## config.mk

```make
export PLATFORM = sky130hd
export DESIGN_NAME = mult_hilo_sequencer
export DESIGN_NICKNAME = d
export VERILOG_FILES = /design/src/rtl/mult_hilo_sequencer.sv
export SDC_FILE = /design/constraint.sdc
export NUM_CORES = 1
export LEC_CHECK = 0
export CAP_MARGIN = 20
export CORE_ASPECT_RATIO = 1.2
export CORE_MARGIN = 2
export CORE_UTILIZATION = 35
export CTS_CLUSTER_DIAMETER = 60
export DETAILED_ROUTE_END_ITERATION = 12
export DONT_BUFFER_PORTS = 1
export HOLD_SLACK_MARGIN = 0.03
export PLACE_DENSITY = 0.54
export SETUP_SLACK_MARGIN = 0.1
export SLEW_MARGIN = 0
export SYNTH_ARGS = -nofsm -noshare
export SYNTH_HDL_FRONTEND = slang
export SYNTH_SLANG_ARGS = --single-unit
```

## constraint.sdc

```tcl
create_clock -name clk -period 1.65 [get_ports clk]
set_input_delay 0.2475 -clock clk [delete_from_list [all_inputs] [get_ports clk]]
set_output_delay 0.2475 -clock clk [all_outputs]
set_load 0.05 [all_outputs]
```

## src/rtl/mult_hilo_sequencer.sv

```systemverilog
// mult_hilo_sequencer
//   Sequences a shared multi-cycle signed multiplier for the MIPS core. It
//   accepts a MULT from EX, drives operands and a start pulse, and waits for
//   the multiplier's valid flag. The product lands in HI/LO. The block also
//   serves MFHI/MFLO/MTHI/MTLO, and it stalls those instructions while a
//   multiply is in flight.
//
// Ports
//   clk, rst_n              clock (rising edge), async active-low reset
//   req_valid/req_ready     MULT handshake from EX; req_a/req_b are signed operands
//   flush                   cancels an in-flight MULT and blocks acceptance in IDLE
//   rd_en, rd_sel, rd_data  MFHI/MFLO; rd_sel 0 = LO, 1 = HI; rd_data is combinational
//   wr_en, wr_data          MTHI/MTLO; the target register is chosen by rd_sel
//   stall                   hold the HI/LO instruction while busy
//   busy                    multiply sequence in progress
//   err, err_clr            sticky multiplier-timeout flag and its clear
//   mul_a, mul_b, mul_start operands and start pulse to the multiplier
//   mul_result, mul_valid   product (2*WIDTH) and valid flag from the multiplier
//
// state  | meaning
// -------+------------------------------------------------------------
// IDLE   | HI/LO reads and writes served; a MULT can be accepted
// START  | one-cycle mul_start pulse; the multiplier restarts
// RUN    | waiting for mul_valid, bounded by TIMEOUT cycles

module mult_hilo_sequencer #(
   parameter int WIDTH   = 16,
   parameter int TIMEOUT = 40
) (
   input  logic               clk,
   input  logic               rst_n,
   input  logic               req_valid,
   output logic               req_ready,
   input  logic [WIDTH-1:0]   req_a,
   input  logic [WIDTH-1:0]   req_b,
   input  logic               flush,
   input  logic               rd_en,
   input  logic               rd_sel,
   output logic [WIDTH-1:0]   rd_data,
   input  logic               wr_en,
   input  logic [WIDTH-1:0]   wr_data,
   output logic               stall,
   output logic               busy,
   output logic               err,
   input  logic               err_clr,
   output logic [WIDTH-1:0]   mul_a,
   output logic [WIDTH-1:0]   mul_b,
   output logic               mul_start,
   input  logic [2*WIDTH-1:0] mul_result,
   input  logic               mul_valid
);

   localparam int CW = (TIMEOUT > 2) ? $clog2(TIMEOUT) : 1;
   localparam logic [CW-1:0] CNT_LAST = CW'(TIMEOUT - 1);

   typedef enum logic [1:0] {
      S_IDLE  = 2'd0,
      S_START = 2'd1,
      S_RUN   = 2'd2
   } state_t;

   state_t           state_q, state_d;
   logic [WIDTH-1:0] hi_q, hi_d;
   logic [WIDTH-1:0] lo_q, lo_d;
   logic [WIDTH-1:0] mul_a_q, mul_a_d;
   logic [WIDTH-1:0] mul_b_q, mul_b_d;
   logic [CW-1:0]    cnt_q, cnt_d;
   logic             err_q, err_d;

   always_ff @(posedge clk or negedge rst_n) begin
      if (!rst_n) begin
         state_q <= S_IDLE;
         hi_q    <= '0;
         lo_q    <= '0;
         mul_a_q <= '0;
         mul_b_q <= '0;
         cnt_q   <= '0;
         err_q   <= 1'b0;
      end else begin
         state_q <= state_d;
         hi_q    <= hi_d;
         lo_q    <= lo_d;
         mul_a_q <= mul_a_d;
         mul_b_q <= mul_b_d;
         cnt_q   <= cnt_d;
         err_q   <= err_d;
      end
   end

   always_comb begin
      state_d = state_q;
      hi_d    = hi_q;
      lo_d    = lo_q;
      mul_a_d = mul_a_q;
      mul_b_d = mul_b_q;
      cnt_d   = cnt_q;
      // A timeout in the same cycle overrides err_clr, because it is assigned later.
      err_d   = err_clr ? 1'b0 : err_q;

      case (state_q)
         S_IDLE: begin
            // A write and an accept can happen in the same cycle. The write
            // lands now, and the multiply overwrites HI/LO when it completes.
            if (wr_en) begin
               if (rd_sel) hi_d = wr_data;
               else        lo_d = wr_data;
            end
            if (req_valid && !flush) begin
               mul_a_d = req_a;
               mul_b_d = req_b;
               state_d = S_START;
            end
         end
         S_START: begin
            cnt_d   = '0;
            state_d = flush ? S_IDLE : S_RUN;
         end
         S_RUN: begin
            if (flush) begin
               state_d = S_IDLE;
            end else if (mul_valid) begin
               hi_d    = mul_result[2*WIDTH-1:WIDTH];
               lo_d    = mul_result[WIDTH-1:0];
               state_d = S_IDLE;
            end else if (cnt_q == CNT_LAST) begin
               err_d   = 1'b1;
               state_d = S_IDLE;
            end else begin
               cnt_d = cnt_q + CW'(1);
            end
         end
         default: state_d = S_IDLE;
      endcase
   end

   assign busy      = (state_q != S_IDLE);
   assign req_ready = (state_q == S_IDLE);
   assign mul_start = (state_q == S_START);
   assign stall     = busy && (rd_en || wr_en);
   assign rd_data   = rd_sel ? hi_q : lo_q;
   assign err       = err_q;
   assign mul_a     = mul_a_q;
   assign mul_b     = mul_b_q;

endmodule

```

==> key figures, run 1 <==
Setup path
  – Worst path max stage delay: roughly 0.38 ns
  – Worst Path Required: approximately 1.9 ns
  – CP endpoint kind: flop
  – RR Endpoint: lo_q[3]$_DFFE_PN0P_
  – FF-to-FF Start: state_q[1]$_DFFE_PN0P_
  – Critical Path Stages: 6
  – Worst path slowest cell: or3b_4
  – WP buf/inv: 2
  – Crit Path Class: flop to flop
  – Crit start category: flop
  – Crit path from: state_q[1]$_DFFE_PN0P_
  – CP arrival: approximately 1.9 ns
  – CP endpoint: lo_q[3]$_DFFE_PN0P_
  – Cell family contributing the most delay on the critical path: simple AND/OR/NAND/NOR gates
  – Worst path cell trace: buf_4 > or3b_4 > a21oi_4 > clkbuf_16 > nor2_1 > a21oi_1
  – Crit-path max FO: 8
  – R2r worst-path depth: 6
  – Reg2Reg Setup Slack: 0.03 ns

GRT
  – Vias in the first global route: 2305
  – Grt ovf: 0
  – Largest net degree at the start of global routing: 74
  – Initial antenna violation count: 0
  – Global-route wire length before repair: roughly 12 mm
  – All-Layer GR Usage: 0.144

Run status
  – Failing checks: hold timing
  – Status: finished, violations left

Route
  – Drt drc: 0
  – Initial DRT Pass Iterations: 6
  – Via density: 5.19
  – DRT antenna net count: 0
  – WL per Instance: 19.1 um
  – Initial DRC Count: 94
  – Vias: 2331
  – Final wirelength: 8.57 mm

Clock tree
  – Clock Path Buffers: 2
  – Root buf cell: clkbuf_16
  – Worst-Skew Late Latency: 0.33 ns
  – Cts bufs inserted: 9
  – CTS Hold Bufs: 2
  – Clock Sink Count: 73
  – CTS clk-pin slew, worst paths: 0.06 ns
  – H-Tree Depth: 3
  – CTS tree: done

Place
  – Port bufs: 0
  – Placer congestion estimate: 0.671
  – Post-DP Area: between 3000 and 4000 um2
  – Post-DP HPWL: 4.96 mm
  – Setup WS pre-CTS: about 0.053 ns

Logic synthesis
  – Cell taking the most area after synthesis: dfrtp_1
  – Yosys top cell area share: 0.542
  – Synth cell types: 33
  – Post-Synthesis Cell Area: 3370 um2
  – Yosys reg bits: 73
  – Register area share after synthesis: 0.542
  – Cells after synthesis: 301
  – Syn_area_per_cell: 11.2 um2
  – Top cells by area, synth: dfrtp_1 (54%), mux2_2 (16%), a21oi_1 (9.8%)
  – Ys Warns: 0
  – Mapped Nets: 391

Run
  – Number of max-cap violations: 0

Finish
  – Diodes inserted: 0
  – Layout cell share with drive strength beyond 1: 0.356
  – Area grow syn2layout: 29.7%
  – Commonest non-fill, non-tap cell in the layout: dfrtp_1
  – NumNets Final: 411
  – Filler cell count: 892
  – Finished Cell Area: ~4400 um2
  – Most frequent cells in the layout: dfrtp_1 (73), a21oi_1 (65), nor2_1 (38)

Power and ir drop
  – VDD IR-drop max: 872 uV
  – Tot Pwr: 6.41 mW
  – Pwr/cell area: 1470 nW/um2
  – Leak pwr: approximately 1.8 nW

Die
  – Initial Util: 0.356
  – # rows: 39
  – Die height: 112 um
  – Die width: between 90 and 100 um
  – Core area: 9470 um2
  – IO Pins: between 100 and 150
  – Die area: between 10000 and 15000 um2

STA
  – RSZ-0062 raised after global routing: yes
  – Final setup margin: 0.0270 ns
  – Endpoints failing setup: 0
  – Worst slew pin tran: 0.498 ns
  – Final worst path period share: 0.984
  – Fin crit period: 1.62 ns
  – WHS: -0.390 ns
  – Max-slew violations: 0
  – Slew margin rel.: 0.668
  – Clk_skew: around 0.0074 ns
  – Hold Vio Cnt, Final: 73
  – Fmax: 616 MHz

Min path
  – Worst hold path class: input pin to async pin
==> repair_timing <==
action / in CTS / in global routing
resized for setup: 15 / 44
cloned: 0 / 8
setup buffers: 2 / 5
pin swaps: 2 / 11
endpoints found under the setup margin: 36 / 70
endpoints found under the hold margin: 75 / 73
==> synthesized netlist by cell type <==
master / count
mux2_1: 1
nand3_1: 1
buf_1: 1
mux2_2: 47
a21oi_4: 1
nand4_1: 3
nand2_1: 3
or2_2: 1
nor3b_4: 1
ha_1: 1
a211o_1: 1
dfrtp_1: 73
or2_4: 1
o2111a_1: 1
nor2_1: 39
nand3b_1: 2
a21oi_1: 66
buf_2: 10
inv_1: 4
buf_6: 3
or3b_4: 1
o21ai_0: 2
buf_4: 3
a41oi_1: 1
and3_1: 2
o311ai_0: 3
xor2_1: 2
clkbuf_1: 2
nor3_1: 1
nor4b_4: 1
a21oi_2: 1
nor2b_1: 21
a31oi_1: 1
==> metal layers <==
metal	share of wire	global-route usage	up-vias
met1	0.42	0.173	1150
met3	0.063	0.0589	7
met4	0.016	0.0580	0
met5	0	0	-
li1	-	-	1092
met2	0.50	0.229	82
==> registers in the layout, summed over array words and instances (netlist names) <==
| register | cells |
|---|---|
| cnt_q | 6 |
| mul_a | 16 |
| hi_q | 16 |
| err | 1 |
| lo_q | 16 |
| mul_b | 16 |
| state_q | 2 |
==> kinds of logic after synthesis <==
logic type,Yosys count,synth area share
DFF,73,0.542
and+or+nand+nor,77,0.123
xor gates and xnor gates,2,0.00520
buffers and inverters,23,0.0393
muxes,48,0.160
AOI/OAI and AO/OA,77,0.127
adders and majority gates,1,0.00371
==> final cells by class <==
| cell class | instances | area [um2] | area share |
|---|---|---|---|
| sequential | 73 | 1830 | 0.418 |
| timing repair buffer | 28 | 452 | 0.103 |
| clock buffer | 10 | 229 | 0.0524 |
| tap | 123 | 154 | 0.0352 |
| inverter | 4 | 27.5 | 0.00630 |
| multi-input combinational | 205 | 1570 | 0.359 |
| clock inverter | 6 | 114 | 0.0260 |
==> power by group <==
part           internal [mW]  switching (mW)
sequential              2.12           0.803
combinational          0.537           0.735
clock                   1.48           0.737
total                   4.14            2.28
==> how the worst min path moves through the flow <==
stage,to,start,slack (ns)
2_1_floorplan,cnt_q[0]$_DFFE_PN0P_,rst_n,-0.05
3_3_place_gp,hi_q[9]$_DFFE_PN0P_,rst_n,-0.05
3_5_place_dp,hi_q[9]$_DFFE_PN0P_,rst_n,-0.05
4_1_cts,hi_q[9]$_DFFE_PN0P_,rst_n,-0.41
5_1_grt,cnt_q[3]$_DFFE_PN0P_,rst_n,-0.41
6_report,hi_q[9]$_DFFE_PN0P_,rst_n,-0.39
==> metrics by stage <==
step / util / std cells / setup TNS (ns) / hold WS (ns)
finish: 0.462 / 449 / 0 / -0.390
global route: 0.462 / 449 / -0.285 / -0.410
CTS: 0.421 / 436 / 0 / -0.406
detailed placement: 0.376 / 416 / 0 / -0.0463
global placement: 0.376 / 416 / 0 / -0.0461
floorplan: - / 301 / -0.524 / -0.0481
Note: power is estimated with default switching activity, not from simulation.
==> run 2: changes to the inputs <==
--- a/config.mk
+++ b/config.mk
@@ -12,2 +12,3 @@
 export CTS_CLUSTER_DIAMETER = 60
+export CTS_CLUSTER_SIZE = 14
 export DETAILED_ROUTE_END_ITERATION = 12
==> constraint.sdc (replaced) <==
create_clock -name clk -period 1.65 [get_ports clk]
set_input_delay 0.495 -clock clk [delete_from_list [all_inputs] [get_ports clk]]
set_output_delay 0.495 -clock clk [all_outputs]
set_load 0.05 [all_outputs]
==> run 2 against run 1 <==
Effect of this change:
- the run ends with hold timing, setup timing left
- design area increased by 8.0%
- core utilization increased by 3.7 points
- global-route usage increased by 2.3 points
- first-iteration DRC count decreased by 17%
- die area unchanged
- sequential share of layout area decreased by 3.1 points
- via count increased by 4.7%
- worst setup slack got worse by 0.23 ns
==> key figures, run 2 (synthesis results as in run 1) <==
STA
  – Final worst path period share: 1.12
  – Endpoints failing setup: 32
  – Fin crit period: 1.86 ns
  – Final setup margin: -0.206 ns
  – Setup TNS: -3.37 ns
  – Clk_skew: slightly below 0.004 ns
  – Hold Vio Cnt, Final: 73
  – RSZ-0062 raised after global routing: yes
  – WHS: -0.152 ns
  – Fmax: 539 MHz
  – Slew margin rel.: 0.650
  – Worst slew pin tran: 0.525 ns
  – Max-slew violations: 0

GRT
  – Grt ovf: 0
  – Global-route wire length before repair: 13.0 mm
  – Initial antenna violation count: 1
  – Largest net degree at the start of global routing: 74
  – Vias in the first global route: roughly 2.5k
  – All-Layer GR Usage: 0.167

Die
  – # rows: 39
  – Die area: 10400 um2
  – Initial Util: 0.356
  – Die height: 112 um
  – Die width: 93.6 um
  – IO Pins: 142
  – Core area: ~9500 um2

Run status
  – Failing checks: hold timing, setup timing
  – Status: finished, violations left

Route
  – Via density: 5.19
  – Drt drc: 0
  – Initial DRT Pass Iterations: 4
  – DRT antenna net count: 0
  – Final wirelength: 8.66 mm
  – WL per Instance: around 18 um
  – Vias: 2441
  – Initial DRC Count: 78

Clock tree
  – CTS tree: done
  – Worst-Skew Late Latency: between 0.3 and 0.4 ns
  – Clock Sink Count: 73
  – H-Tree Depth: 3
  – CTS clk-pin slew, worst paths: about 0.060 ns
  – Cts bufs inserted: 9
  – Clock Path Buffers: 2
  – Root buf cell: clkbuf_16

Setup path
  – Crit Path Class: flop to output port
  – Worst Path Required: 1.15 ns
  – Worst path slowest cell: dfrtp_1
  – CP arrival: about 1.4 ns
  – Cell family contributing the most delay on the critical path: flip-flops
  – Crit start category: flop
  – Worst path cell trace: or2_4 > buf_6 > clkinvlp_4 > nor2_4 > buf_12
  – Crit-path max FO: 2
  – WP buf/inv: 3
  – CP endpoint kind: output port
  – Worst path max stage delay: 0.37 ns

Place
  – Dpl cells: 418
  – Port bufs: 0
  – Setup WS pre-CTS: 0.0331 ns
  – Post-DP Area: roughly 3700 um2
  – Post-DP HPWL: approximately 5.0 mm
  – Placer congestion estimate: roughly 0.72

Finish
  – Layout cell share with drive strength beyond 1: 0.451
  – Finished Cell Area: around 4700 um2
  – Filler cell count: around 840
  – Commonest non-fill, non-tap cell in the layout: dfrtp_1
  – Area grow syn2layout: 40.1%
  – Final cell count without fillers: 470
  – NumNets Final: 431
  – Most frequent cells in the layout: dfrtp_1 (73), mux2_4 (48), a21oi_1 (47)

Min path
  – Worst hold path class: input pin to async pin

Power and ir drop
  – Int Pwr: between 4 and 5 mW
  – Sequential share of power: 0.434
  – Sw Ratio: 0.354
  – Pwr/cell area: 1440 nW/um2
  – Switching Power: about 2.4 mW
  – Gate power share: 0.233
  – Clock share of power: 0.332
  – Leak pwr: 2.04 nW
  – VDD IR-drop max: 600 uV

Run
  – Number of max-cap violations: 0
## run 2: through the flow
stage          total power, mW  hold WS [ns]  utilization
2_1_floorplan             4.01         0.199            -
5_1_grt                   7.06        -0.167        0.498
3_3_place_gp              4.17         0.201        0.394
3_5_place_dp              4.20         0.201        0.394
4_1_cts                   6.71        -0.163        0.477
6_report                  6.78        -0.152        0.499
## run 2: final timing paths
path	from	to	slack, ns	cells past startpoint
worst max-delay path	state_q[0]$_DFFE_PN0P_	stall	-0.21	5
min in group clk	flush	state_q[1]$_DFFE_PN0P_	0.22	1
worst max register to register	state_q[0]$_DFFE_PN0P_	mul_b[8]$_DFFE_PN0P_	-0.12	7
max in group asynchronous	rst_n	mul_a[9]$_DFFE_PN0P_	1.70	0
worst min register to register	lo_q[14]$_DFFE_PN0P_	lo_q[14]$_DFFE_PN0P_	0.53	2
worst min-delay path	rst_n	hi_q[4]$_DFFE_PN0P_	-0.15	0
## run 2: cell type report
class | instances | area [um2] | area share
flip-flops and latches | 73 | 1830 | 0.387
multi-input cells | 205 | 1730 | 0.367
repair buffers | 48 | 642 | 0.136
clock buffers | 10 | 229 | 0.0485
well taps | 123 | 154 | 0.0326
clock inverters | 6 | 115 | 0.0244
inverters | 4 | 18.8 | 0.00398
diodes | 1 | 2.50 | 0.000530
## run 2: repair_timing
action	CTS	global route
hold endpoints to repair	73	73
resized for setup	45	25
pin swaps	3	6
setup endpoints to repair	68	90
buffers inserted	12	17
gates cloned	7	0
## run 2: power groups by stage
stage	Clock [mW]	Combinational [mW]	Sequential (mW)
floorplan	0	1.11	2.90
global placement	0	1.21	2.96
detailed placement	0	1.23	2.96
CTS	2.31	1.45	2.95
global route	2.40	1.68	2.99
finish	2.25	1.58	2.95
## run 2: routing by layer
metal  global-route usage  wire [um]  vias to the layer above
met3               0.0548        666                       14
met1                0.204       3640                     1195
met5                    0          0                        -
met4               0.0802        193                        0
li1                     -          -                     1133
met2                0.266       4160                       99
==> run 3: changes to the inputs <==
Settings changed: CORE_ASPECT_RATIO 1.2 to 0.5, GPL_ROUTABILITY_DRIVEN set to 0, SLEW_MARGIN 0 to unset.
==> run 3 against run 2 <==
Effect of this change:
- the run still ends with hold timing, setup timing left
- flip-flop and latch count unchanged
- sequential power about the same
- clock-buffer cell count stayed put
- via count shrank 3.6%
- worst setup slack gained 0.093 ns
- power decreased by 6.9%
- critical endpoint unchanged
- first-iteration DRC count up 47%
- sequential share of layout area up 3.1 points
==> key figures, run 3 (synthesis results as in run 1) <==
Die
  – IO Pins: 142
  – Initial Util: 0.358
  – Core area: 9420 um2
  – Die height: ~73 um
  – # rows: 25
  – Die width: between 100 and 150 um
  – Die area: 10500 um2

Route
  – Initial DRC Count: roughly 120
  – DRT antenna net count: 0
  – Vias: 2353
  – Initial DRT Pass Iterations: 4
  – WL per Instance: 17.6 um
  – Drt drc: 0
  – Via density: 5.06
  – Final wirelength: between 8 and 9 mm

Finish
  – Layout cell share with drive strength beyond 1: 0.330
  – NumNets Final: 415
  – Commonest non-fill, non-tap cell in the layout: dfrtp_1
  – Finished Cell Area: 4370 um2
  – Most frequent cells in the layout: dfrtp_1 (73), a21oi_1 (65), mux2_4 (48)
  – Filler cell count: approximately 880
  – Area grow syn2layout: 29.7%
  – Final cell count without fillers: 465
  – Diodes inserted: 0

STA
  – Hold Vio Cnt, Final: 73
  – RSZ-0062 raised after global routing: yes
  – Max-slew violations: 0
  – Final setup margin: -0.113 ns
  – Endpoints failing setup: 12
  – Slew margin rel.: 0.658
  – Worst slew pin tran: 0.513 ns
  – Fmax: 567 MHz
  – Setup TNS: -1.14 ns
  – Clk_skew: 0.00741 ns
  – Final worst path period share: 1.07
  – WHS: -0.144 ns
  – Fin crit period: 1.76 ns

Clock tree
  – Root buf cell: clkbuf_16
  – Clock Sink Count: 73
  – Clock Path Buffers: 2
  – H-Tree Depth: 3
  – Cts bufs inserted: 9
  – CTS clk-pin slew, worst paths: 0.06 ns
  – CTS tree: done
  – Worst-Skew Late Latency: 0.33 ns

Power and ir drop
  – Leak pwr: roughly 1.9 nW
  – Sw Ratio: 0.364
  – Clock share of power: 0.310
  – Switching Power: 2.30 mW
  – Sequential share of power: 0.466
  – Int Pwr: between 4 and 5 mW
  – Pwr/cell area: around 1400 nW/um2
  – Gate power share: 0.224
  – VDD IR-drop max: 669 uV

Place
  – Post-DP Area: 3750 um2
  – Post-DP HPWL: between 5 and 6 mm
  – Dpl cells: 430
  – Port bufs: 0

Setup path
  – CP endpoint kind: output port
  – Crit start category: flop
  – Crit-path max FO: 3
  – Worst Path Required: 1.15 ns
  – CP arrival: 1.27 ns
  – Crit Path Class: flop to output port

GRT
  – Initial antenna violation count: 0
  – All-Layer GR Usage: 0.163
  – Global-route wire length before repair: roughly 13 mm
  – Grt ovf: 0
  – Vias in the first global route: 2505
  – Largest net degree at the start of global routing: 74

Min path
  – Worst hold path class: input pin to async pin

Run
  – Number of max-cap violations: 0

Run status
  – Status: finished, violations left
  – Failing checks: hold timing, setup timing
-- run 3: changes by cell type in the layout (fill, tap and decap cells not counted), moves of 2 or more --
cell       change
buf_4          -7
nor2_2        -10
nor2b_1        +2
buf_16         -5
nor2_4         -2
nor2_1        +12
bufinv_16      -2
o311ai_0       -2
a21oi_2       -18
a21oi_1       +18
buf_6          -6
-- run 3: layout make-up --
| class | count | area (um2) | area share |
|---|---|---|---|
| Timing Repair Buffer | 32 | 432 | 0.0987 |
| Sequential cell | 73 | 1830 | 0.418 |
| Clock inverter | 6 | 67.6 | 0.0155 |
| Inverter | 4 | 18.8 | 0.00429 |
| Tap cell | 135 | 169 | 0.0386 |
| Multi-Input combinational cell | 205 | 1620 | 0.371 |
| Clock buffer | 10 | 239 | 0.0546 |
-- run 3: final timing paths --
kind | from | to | slack [ns] | depth (start not counted)
max reg2reg | state_q[1]$_DFFE_PN0P_ | lo_q[10]$_DFFE_PN0P_ | -0.11 | 6
min | rst_n | err$_DFF_PN0_ | -0.14 | 0
min in group clk | flush | state_q[1]$_DFFE_PN0P_ | 0.22 | 1
max in group asynchronous | rst_n | lo_q[4]$_DFFE_PN0P_ | 1.67 | 0
min reg2reg | lo_q[15]$_DFFE_PN0P_ | lo_q[15]$_DFFE_PN0P_ | 0.54 | 2
max | state_q[0]$_DFFE_PN0P_ | stall | -0.11 | 4
-- run 3: routing by layer --
metal | track usage | share of wire | wire length, um
met3 | 0.0489 | 0.055 | 447
met5 | 0 | 0 | 0
met2 | 0.290 | 0.52 | 4260
met4 | 0.0561 | 0.012 | 99
met1 | 0.191 | 0.41 | 3400
-- run 3: timing repair --
item	CTS	global route
cloned	5	0
gates resized for setup	22	4
setup buffers	9	7
setup endpoints to repair	70	71
endpoints found under the hold margin	73	73
pin swaps	3	0
-- run 3: power groups by stage --
stage	Clock (mW)	Sequential, mW	Combinational (mW)
2_1_floorplan	0	2.90	1.11
3_3_place_gp	0	2.96	1.19
3_5_place_dp	0	2.97	1.24
4_1_cts	2.02	2.94	1.40
5_1_grt	2.11	2.99	1.51
6_report	1.96	2.94	1.42
-- run 3: stage by stage --
step / util / setup WS [ns] / hold WS (ns) / power, mW
final: 0.464 / -0.113 / -0.144 / 6.31
after CTS: 0.464 / -0.128 / -0.162 / 6.37
after global placement: 0.398 / 0.0532 / 0.201 / 4.15
after detailed placement: 0.398 / -0.00196 / 0.201 / 4.21
after global routing: 0.464 / -0.170 / -0.168 / 6.61
after floorplan: - / -0.116 / 0.199 / 4.01
-- run 3: critical path, stage by stage, from the launching register on --
cell        delay (ns)
dfrtp_1           0.39
or2_4             0.26
clkinvlp_4        0.10
nor2_4            0.04
buf_12            0.14
